## config.mk

```make
export PLATFORM = sky130hd
export DESIGN_NAME = ddr_port_arbiter
export DESIGN_NICKNAME = d
export VERILOG_FILES = /design/src/rtl/ddr_port_arbiter.sv
export SDC_FILE = /design/constraint.sdc
export NUM_CORES = 1
export LEC_CHECK = 0
export BUFFER_PORTS_ARGS = -buffer_cell sky130_fd_sc_hd__buf_2
export CAP_MARGIN = 20
export CORE_AREA = 2 2 249 251
export DETAILED_ROUTE_END_ITERATION = 12
export DIE_AREA = 0 0 251 253
export GPL_ROUTABILITY_DRIVEN = 1
export PLACE_DENSITY = 0.33
export SLEW_MARGIN = 20
export SYNTH_ARGS = -nofsm -noshare
export SYNTH_HDL_FRONTEND = slang
export SYNTH_SLANG_ARGS = --single-unit
```

## constraint.sdc

```tcl
create_clock -name clk -period 2.2 [get_ports clk]
set_input_delay 0.22 -clock clk [delete_from_list [all_inputs] [get_ports clk]]
set_output_delay 0.22 -clock clk [all_outputs]
set_load 0.005 [all_outputs]
```

## src/rtl/ddr_port_arbiter.sv

```systemverilog
// Two-port round-robin arbiter in front of a DDR controller; one transaction in flight.
// Optional watchdog on the response phase is enabled with `define ARB_TIMEOUT_EN.
module ddr_port_arbiter (
  input  logic        clk,
  input  logic        rst,
  input  logic        m0_req,
  input  logic        m0_we,
  input  logic [63:0] m0_addr,
  input  logic [63:0] m0_wdata,
  input  logic [7:0]  m0_wmask,
  output logic        m0_gnt,
  output logic        m0_rvalid,
  output logic [63:0] m0_rdata,
  input  logic        m1_req,
  input  logic        m1_we,
  input  logic [63:0] m1_addr,
  input  logic [63:0] m1_wdata,
  input  logic [7:0]  m1_wmask,
  output logic        m1_gnt,
  output logic        m1_rvalid,
  output logic [63:0] m1_rdata,
  output logic        mem_valid,
  output logic        mem_we,
  output logic [63:0] mem_addr,
  output logic [63:0] mem_wdata,
  output logic [7:0]  mem_wmask,
  input  logic        mem_ready,
  input  logic        mem_rvalid,
  input  logic [63:0] mem_rdata,
  output logic [1:0]  debug_arb_state,
  output logic [31:0] debug_visit_times,
  output logic        debug_timeout
);

  typedef enum logic [1:0] {
    ST_IDLE  = 2'd0,
    ST_ISSUE = 2'd1,
    ST_WAIT  = 2'd2
  } arb_state_e;

  arb_state_e  state_r;
  logic        prio_r;    // port that wins the next tie
  logic        owner_r;
  logic        lat_we_r;
  logic [63:0] lat_addr_r;
  logic [63:0] lat_wdata_r;
  logic [7:0]  lat_wmask_r;
  logic [31:0] visit_r;

  logic        grant_s;
  logic        winner_s;
  logic        resp_s;
  logic        tmo_s;
  logic        done_s;
  logic        sel_we_s;
  logic [63:0] sel_addr_s;
  logic [63:0] sel_wdata_s;
  logic [7:0]  sel_wmask_s;

  // Round-robin winner selection, only while idle and out of reset
  always_comb begin
    grant_s  = 1'b0;
    winner_s = 1'b0;
    if (!rst && (state_r == ST_IDLE)) begin
      if (m0_req && m1_req) begin
        grant_s  = 1'b1;
        winner_s = prio_r;
      end else if (m0_req) begin
        grant_s  = 1'b1;
        winner_s = 1'b0;
      end else if (m1_req) begin
        grant_s  = 1'b1;
        winner_s = 1'b1;
      end else begin
        grant_s  = 1'b0;
        winner_s = 1'b0;
      end
    end else begin
      grant_s  = 1'b0;
      winner_s = 1'b0;
    end
  end

  // Request fields of the selected port
  always_comb begin
    if (winner_s) begin
      sel_we_s    = m1_we;
      sel_addr_s  = m1_addr;
      sel_wdata_s = m1_wdata;
      sel_wmask_s = m1_wmask;
    end else begin
      sel_we_s    = m0_we;
      sel_addr_s  = m0_addr;
      sel_wdata_s = m0_wdata;
      sel_wmask_s = m0_wmask;
    end
  end

  assign resp_s = !rst && (state_r == ST_WAIT) && mem_rvalid;

`ifdef ARB_TIMEOUT_EN
  logic [9:0] wait_cnt_r;
  logic       timeout_r;

  assign tmo_s         = !rst && (state_r == ST_WAIT) && !mem_rvalid && (wait_cnt_r == 10'd1023);
  assign debug_timeout = timeout_r;

  // Watchdog: held at zero until WAIT is entered, then counts WAIT cycles
  always_ff @(posedge clk) begin
    if (rst) begin
      wait_cnt_r <= 10'd0;
      timeout_r  <= 1'b0;
    end else begin
      if (state_r == ST_WAIT) begin
        wait_cnt_r <= wait_cnt_r + 10'd1;
      end else begin
        wait_cnt_r <= 10'd0;
      end
      timeout_r <= timeout_r | tmo_s;
    end
  end
`else
  assign tmo_s         = 1'b0;
  assign debug_timeout = 1'b0;
`endif

  assign done_s = resp_s | tmo_s;

  // Arbitration FSM and request latches
  always_ff @(posedge clk) begin
    if (rst) begin
      state_r     <= ST_IDLE;
      prio_r      <= 1'b0;
      owner_r     <= 1'b0;
      lat_we_r    <= 1'b0;
      lat_addr_r  <= 64'd0;
      lat_wdata_r <= 64'd0;
      lat_wmask_r <= 8'd0;
      visit_r     <= 32'd0;
    end else begin
      case (state_r)
        ST_IDLE: begin
          if (grant_s) begin
            owner_r     <= winner_s;
            prio_r      <= ~winner_s;
            lat_we_r    <= sel_we_s;
            lat_addr_r  <= sel_addr_s;
            lat_wdata_r <= sel_wdata_s;
            lat_wmask_r <= sel_wmask_s;
            state_r     <= ST_ISSUE;
          end else begin
            state_r <= ST_IDLE;
          end
        end
        ST_ISSUE: begin
          if (mem_ready) begin
            state_r <= ST_WAIT;
          end else begin
            state_r <= ST_ISSUE;
          end
        end
        ST_WAIT: begin
          if (resp_s) begin
            visit_r <= visit_r + 32'd1;
            state_r <= ST_IDLE;
          end else if (tmo_s) begin
            state_r <= ST_IDLE;
          end else begin
            state_r <= ST_WAIT;
          end
        end
        default: begin
          state_r <= ST_IDLE;
        end
      endcase
    end
  end

  assign m0_gnt    = grant_s & ~winner_s;
  assign m1_gnt    = grant_s & winner_s;
  assign m0_rvalid = done_s & ~owner_r;
  assign m1_rvalid = done_s & owner_r;
  // Timeout completions return zero data
  assign m0_rdata  = (resp_s && !owner_r) ? mem_rdata : 64'd0;
  assign m1_rdata  = (resp_s && owner_r) ? mem_rdata : 64'd0;

  assign mem_valid         = (state_r == ST_ISSUE);
  assign mem_we            = lat_we_r;
  assign mem_addr          = lat_addr_r;
  assign mem_wdata         = lat_wdata_r;
  assign mem_wmask         = lat_wmask_r;
  assign debug_arb_state   = state_r;
  assign debug_visit_times = visit_r;

endmodule

```

==> results.yml, run 1 <==
outcome:
  status: "finished, violations left"
  violations: "negative setup slack"
grt:
  antenna_found_initial: 1
  grt_pass1_vias: 10820
  grt_max_degree: 175
  overflow: 0
  grtUsageTotal: 0.1314
  grt_pass1_wl_mm: 63.77
route:
  wl_per_cell_um: 16.75
  dr.pass1.iters: 5
  first_iter_violations: 503
  routed_wl_mm: 44.62
  via_count: 10870
  antenna_left: 0
  post-route-drc-count: 0
  via_per_inst: 4.082
power_and_ir_drop:
  p_sw_mw: 2.452
  p_leak_nw: 7.506
  pwr-share-seq: 0.414
  ir_drop_mv: 0.6028
  p_comb_frac: 0.209
  total_power_mw: 8.248
  power_density_nw_per_um2: 515.9
  power_frac_clock: 0.376
  intPower_mw: 5.796
  switching_share: 0.2973
worst_hold_path:
  holdCritPathClass: "in -> reg"
  hold_depth: 3
floorplan:
  ios: 649
  initial_core_util: 0.1289
  coreArea_um2: 61030
  die_w_um: 251
  rows: 91
  dieHeight_um: 253
  die_area_um2: 63500
timing:
  post-route-period-util: 1.005
  worst_slack_ns: -0.01124
  drv_slew: 0
  timing.hold.ws_ns: 0.06541
  hold_viol: 0
  fin_crit_ns: 2.211
  finalSetupViolCount: 16
  fin_skew_ns: 0.01194
  worst_pin_slew_ns: 0.9539
  max_clock_freq_ghz: 0.4522
  maxSlewHeadroom: 0.3641
  rsz0062_at_grt: "yes"
place:
  hpwlAfterDp_mm: 29.77
  port_buffers: 647
  dp_slack_ns: 0.1218
  place_congestion: 0.7781
clock_tree:
  clock-root-buffer: "clkbuf_16"
  worstSkewPairLatency_ns: 0.49
  tritoncts: "built"
  cts_inserted_buffers: 17
  path_clk_slew_ns: 0.07
  cts_buffer_depth: 2
  clock-sinks: 173
  cts.htree.levels: 4
critical_path:
  cp_cell_sequence: "and4bb_4 -> buf_12 -> nor2b_4 -> buf_12 -> buf_12 -> buf_16 -> and2_4 -> buf_6"
  critPathKind: "reg -> out"
  critPathBufInv: 5
  cp.required_ns: 1.98
  critPathCaptureType: "output port"
  setup.worst_path.start_class: "register"
  cp_top_family: "simple AND/OR/NAND/NOR gates"
  crit_arrival_ns: 1.99
  worst-path-stages: 8
  crit_top_cell: "buf_12"
  reg2regPathDepth: 8
  crit_fanout: 8
  cpPeakStageDelay_ns: 0.33
  slowest_stage: "dfxtp_2"
synthesis:
  netlist_instances: 966
  synth_top_area_share: 0.4401
  synth.most_common_cell: "dfxtp_1"
  synth-main-ff-cell: "dfxtp_1"
  synth_common_cells: "dfxtp_1, a21oi_1, nand2_1, a22oi_1, clkbuf_1"
  synth.avg_cell_area_um2: 8.146
  netlist_area_um2: 7869
  async_flop_share: 0
  synth.top_cells.by_area: "dfxtp_1, a22oi_1, a21oi_1"
  ys_types: 43
  synth_fp_nets: 1311
  yosysSeqAreaShare: 0.4401
  synth_top_area_cell: "dfxtp_1"
  synth_edf_count: 0
  ys_ff_latch: 173
  ys_warn_count: 0
cells_and_area:
  utilization: 0.2620
  fin_nets: 2205
  area_delta_synth_final_pct: 103.2
  num_antenna_cells: 0
  layout-drive-gt1-share: 0.4100
job:
  cap_violations: 0
worst paths after layout:
path / startpoint / slack [ns] / to
worst max-delay path: debug_arb_state[0]$_SDFF_PP0_ / -0.01 / m0_rdata[43]
worst min-delay path: m1_wdata[27] / 0.07 / mem_wdata[27]$_SDFFE_PP0P_
worst max register to register: debug_arb_state[1]$_SDFF_PP0_ / 0.15 / mem_wdata[25]$_SDFFE_PP0P_
worst min register to register: debug_visit_times[31]$_SDFFE_PP0P_ / 0.50 / debug_visit_times[31]$_SDFFE_PP0P_
cell type report:
type                    count  area (um^2)
flip-flops and latches    173         3465
multi-input cells         693         4093
repair buffers            970         6855
clock buffers              19        442.9
well taps                 790        988.4
inverters                   5        18.77
clock inverters            13        123.9
fillers                  6680        45040
logic make-up after synthesis:
family / Yosys count / share of synthesized area
DFF: 173 / 0.4401
and+or+nand+nor: 361 / 0.2396
buffers and inverters: 100 / 0.05088
other: 1 / 0.0004766
adders and majority gates: 1 / 0.001590
muxes: 3 / 0.003975
xor gates and xnor gates: 10 / 0.01113
AOI/OAI and AO/OA: 317 / 0.2522
per-layer routing:
metal	global-route usage	vias to the layer above	wire (um)
li1	-	5264	-
met1	0.1454	5090	17440
met2	0.2301	456	22570
met3	0.04102	59	3311
met4	0.06020	2	1285
met5	0	-	10
power groups by stage:
| stage | registers (mW) | clock network [mW] | logic [mW] |
|---|---|---|---|
| 6_report | 3.42 | 3.10 | 1.73 |
| 5_1_grt | 3.44 | 3.36 | 1.88 |
| 4_1_cts | 3.42 | 3.29 | 1.73 |
| 3_5_place_dp | 3.48 | 0 | 1.29 |
| 3_3_place_gp | 3.49 | 0 | 1.30 |
| 2_1_floorplan | 3.50 | 0 | 0.492 |
sequential cells by signal (all words and copies together), names as in the netlist:
register / count
debug_visit_times: 32
debug_arb_state: 2
mem_addr: 64
mem_we: 1
prio_r: 1
owner_r: 1
mem_wdata: 64
mem_wmask: 8
tightest hold or removal path, stage by stage:
cell and delay (ns):
buf_2 0.10, a22oi_1 0.07, a21oi_1 0.12
through the flow:
step	instance area [um^2]	setup TNS, ns	std cells
after global placement	12200	0	2347
after floorplan	7869	0	966
after global routing	15990	-4.879	2663
after detailed placement	12200	0	2347
after CTS	15830	-5.166	2661
final	15990	-0.06096	2663
layout by cell type, fill, tap and decap left out, types with 14 or more instances in the layout:
master         instances
buf_6                 21
buf_4                 33
clkbuf_16             19
a22oi_1              138
and3_1                65
and2_4                19
dlygate4sd3_1        265
or4_1                 16
buf_2                626
buf_12                15
nor2_1                14
and2_1                46
a21oi_1              157
nand2_1              150
o31ai_1               15
dfxtp_1              172
what timing repair did:
| item | in CTS | in global routing |
|---|---|---|
| cloned | 8 | 2 |
| pin swaps | 17 | 8 |
| endpoints found under the hold margin | 139 | 0 |
| gates resized for setup | 19 | 32 |
| setup endpoints to repair | 67 | 94 |
| setup buffers | 9 | 1 |
| hold buffers | 265 | 0 |
No activity file was read; power rests on OpenSTA's default activity.
==> run 2: changes to the inputs <==
--- a/config.mk
+++ b/config.mk
@@ -10,7 +10,9 @@
 export CORE_AREA = 2 2 249 251
 export DETAILED_ROUTE_END_ITERATION = 12
 export DIE_AREA = 0 0 251 253
-export GPL_ROUTABILITY_DRIVEN = 1
+export GPL_ROUTABILITY_DRIVEN = 0
+export GPL_TIMING_DRIVEN = 0
+export MAX_ROUTING_LAYER = met4
 export PLACE_DENSITY = 0.33
 export SLEW_MARGIN = 20
 export SYNTH_ARGS = -nofsm -noshare
==> run 2 against run 1 <==
The run now ends clean; combinational power barely moved; clock skew is 0.0050 ns higher; fmax increased by 1.5%; wire length rose by 11%; worst setup slack better by 0.032 ns; sequential power barely moved; worst hold slack lost 0.025 ns; cell count grew 1.2%; global-route usage is 2.2 points higher; cell area fell by 0.88%; die area unchanged; largest cell class unchanged; largest power group unchanged.
==> results.yml, run 2 (synthesis results as in run 1) <==
clock_tree:
  path_clk_slew_ns: 0.08
  cts.htree.levels: 4
  cts_buffer_depth: 2
  tritoncts: "built"
  clock-root-buffer: "clkbuf_16"
  clock-sinks: 173
  worstSkewPairLatency_ns: 0.48
  cts_inserted_buffers: 17
floorplan:
  coreArea_um2: 61030
  rows: 91
  die_area_um2: 63500
  ios: 649
  initial_core_util: 0.1289
  die_w_um: 251
  dieHeight_um: 253
cells_and_area:
  area_delta_synth_final_pct: 101.4
  fillers: 6747
  fin_nets: 2232
  final_common_cell: "buf_2"
  layout.area.seq_um2: 3481
  final_cells: 2696
  final_cell_mix: "buf_2, dlygate4sd3_1, dfxtp_1"
  layout-drive-gt1-share: 0.4263
  multi_input_area_um2: 4160
route:
  first_iter_violations: 471
  post-route-drc-count: 0
  via_per_inst: 4.127
  wl_per_cell_um: 18.36
  via_count: 11130
  routed_wl_mm: 49.49
  dr.pass1.iters: 5
  antenna_left: 0
timing:
  max_clock_freq_ghz: 0.4588
  drv_slew: 0
  maxSlewHeadroom: 0.4279
  post-route-period-util: 0.9907
  fin_crit_ns: 2.180
  finalSetupViolCount: 0
  rsz0062_at_grt: "yes"
  worst_pin_slew_ns: 0.8582
  hold_viol: 0
  fin_skew_ns: 0.01693
power_and_ir_drop:
  p_comb_frac: 0.206
  power_density_nw_per_um2: 525.1
  p_leak_nw: 7.454
  total_power_mw: 8.321
  intPower_mw: 5.733
  switching_share: 0.3110
  ir_drop_mv: 0.6100
  power_frac_clock: 0.383
  pwr-share-seq: 0.411
  p_sw_mw: 2.588
place:
  port_buffers: 647
  placed_cells: 2403
  hpwlAfterDp_mm: 38.12
critical_path:
  crit_fanout: 6
  cp-startpoint: "debug_arb_state[0]$_SDFF_PP0_"
  rrSetupSlack_ns: 0.11
  crit_arrival_ns: 1.96
  critPathCaptureType: "output port"
  critPathKind: "reg -> out"
  setup.worst_path.start_class: "register"
  cp.required_ns: 1.98
  reg2reg_from: "debug_visit_times[0]$_SDFFE_PP0P_"
outcome:
  status: "finished clean"
worst_hold_path:
  holdCritPathClass: "in -> reg"
  min_from: "m1_addr[12]"
grt:
  grt_pass1_vias: 11450
  grtUsageTotal: 0.1530
  grt_max_degree: 20
  overflow: 0
  antenna_found_initial: 6
  grt_pass1_wl_mm: 70.42
job:
  cap_violations: 0
## run 2: cell count changes in the layout (fill, tap and decap cells not counted), moves of 6 or more
cell / previous run / this run
clkbuf_2: 0 / 27
buf_4: 33 / 10
clkbuf_4: 0 / 9
and2_1: 46 / 32
buf_6: 21 / 39
dlygate4sd3_1: 265 / 240
diode_2: 0 / 6
buf_12: 15 / 0
clkbuf_1: 1 / 34
and2_4: 19 / 33
## run 2: path summary, 6_finish.rpt
path / end / depth (start not counted)
max: m0_rdata[6] / 6
min: mem_addr[12]$_SDFFE_PP0P_ / 3
max reg2reg: debug_visit_times[24]$_SDFFE_PP0P_ / 6
min reg2reg: debug_visit_times[31]$_SDFFE_PP0P_ / 1
## run 2: layer usage
metal  global-route usage  vias to the layer above  part of all wire
li1                     -                     5341                 -
met1               0.1688                     5292              0.41
met2               0.2636                      436              0.51
met3              0.03711                       57             0.057
met4              0.06429                        0             0.030
met5                    -                        -                 0
## run 2: power by group through the flow
| stage | Combinational (mW) | Sequential (mW) | Clock (mW) |
|---|---|---|---|
| 2_1_floorplan | 0.492 | 3.50 | 0 |
| 3_3_place_gp | 1.33 | 3.49 | 0 |
| 3_5_place_dp | 1.33 | 3.49 | 0 |
| 4_1_cts | 1.72 | 3.42 | 3.35 |
| 5_1_grt | 1.88 | 3.44 | 3.43 |
| 6_report | 1.71 | 3.42 | 3.19 |
## run 2: stage by stage
step	util	hold slack [ns]	worst slack, ns	area (um^2)	setup TNS, ns
2_1_floorplan	-	0.3605	0.1171	7869	0
3_5_place_dp	0.1982	0.4615	-0.9304	12100	-100.21
3_3_place_gp	0.1982	0.4641	-0.7994	12100	-91.70
5_1_grt	0.2596	0.02815	-0.06566	15850	-1.266
6_report	0.2596	0.03999	0.02036	15850	0
4_1_cts	0.2552	0.00004446	-0.05770	15570	-1.108
## run 2: critical path: stages, from the launching register on
cell and delay (ns):
dfxtp_4 0.34, and4bb_4 0.33, nor2b_4 0.23, clkbuf_16 0.20, clkbuf_16 0.14, and2_4 0.14
buf_6 0.10
## run 2: timing repair
item | CTS | global route
gates cloned | 4 | 3
hold buffers | 240 | 0
hold endpoints to repair | 137 | 0
gates resized for setup | 126 | 67
setup endpoints to repair | 292 | 170
pin swaps | 35 | 11
buffers inserted | 6 | 4
## run 2: cell type report
cell class / instances / area share
inverter: 5 / 0.001184
multi-input combinational: 693 / 0.2626
tap: 790 / 0.06238
clock buffer: 17 / 0.02685
antenna: 6 / 0.0009476
buffer: 94 / 0.03624
sequential: 173 / 0.2197
timing repair buffer: 903 / 0.3793
clock inverter: 15 / 0.01090
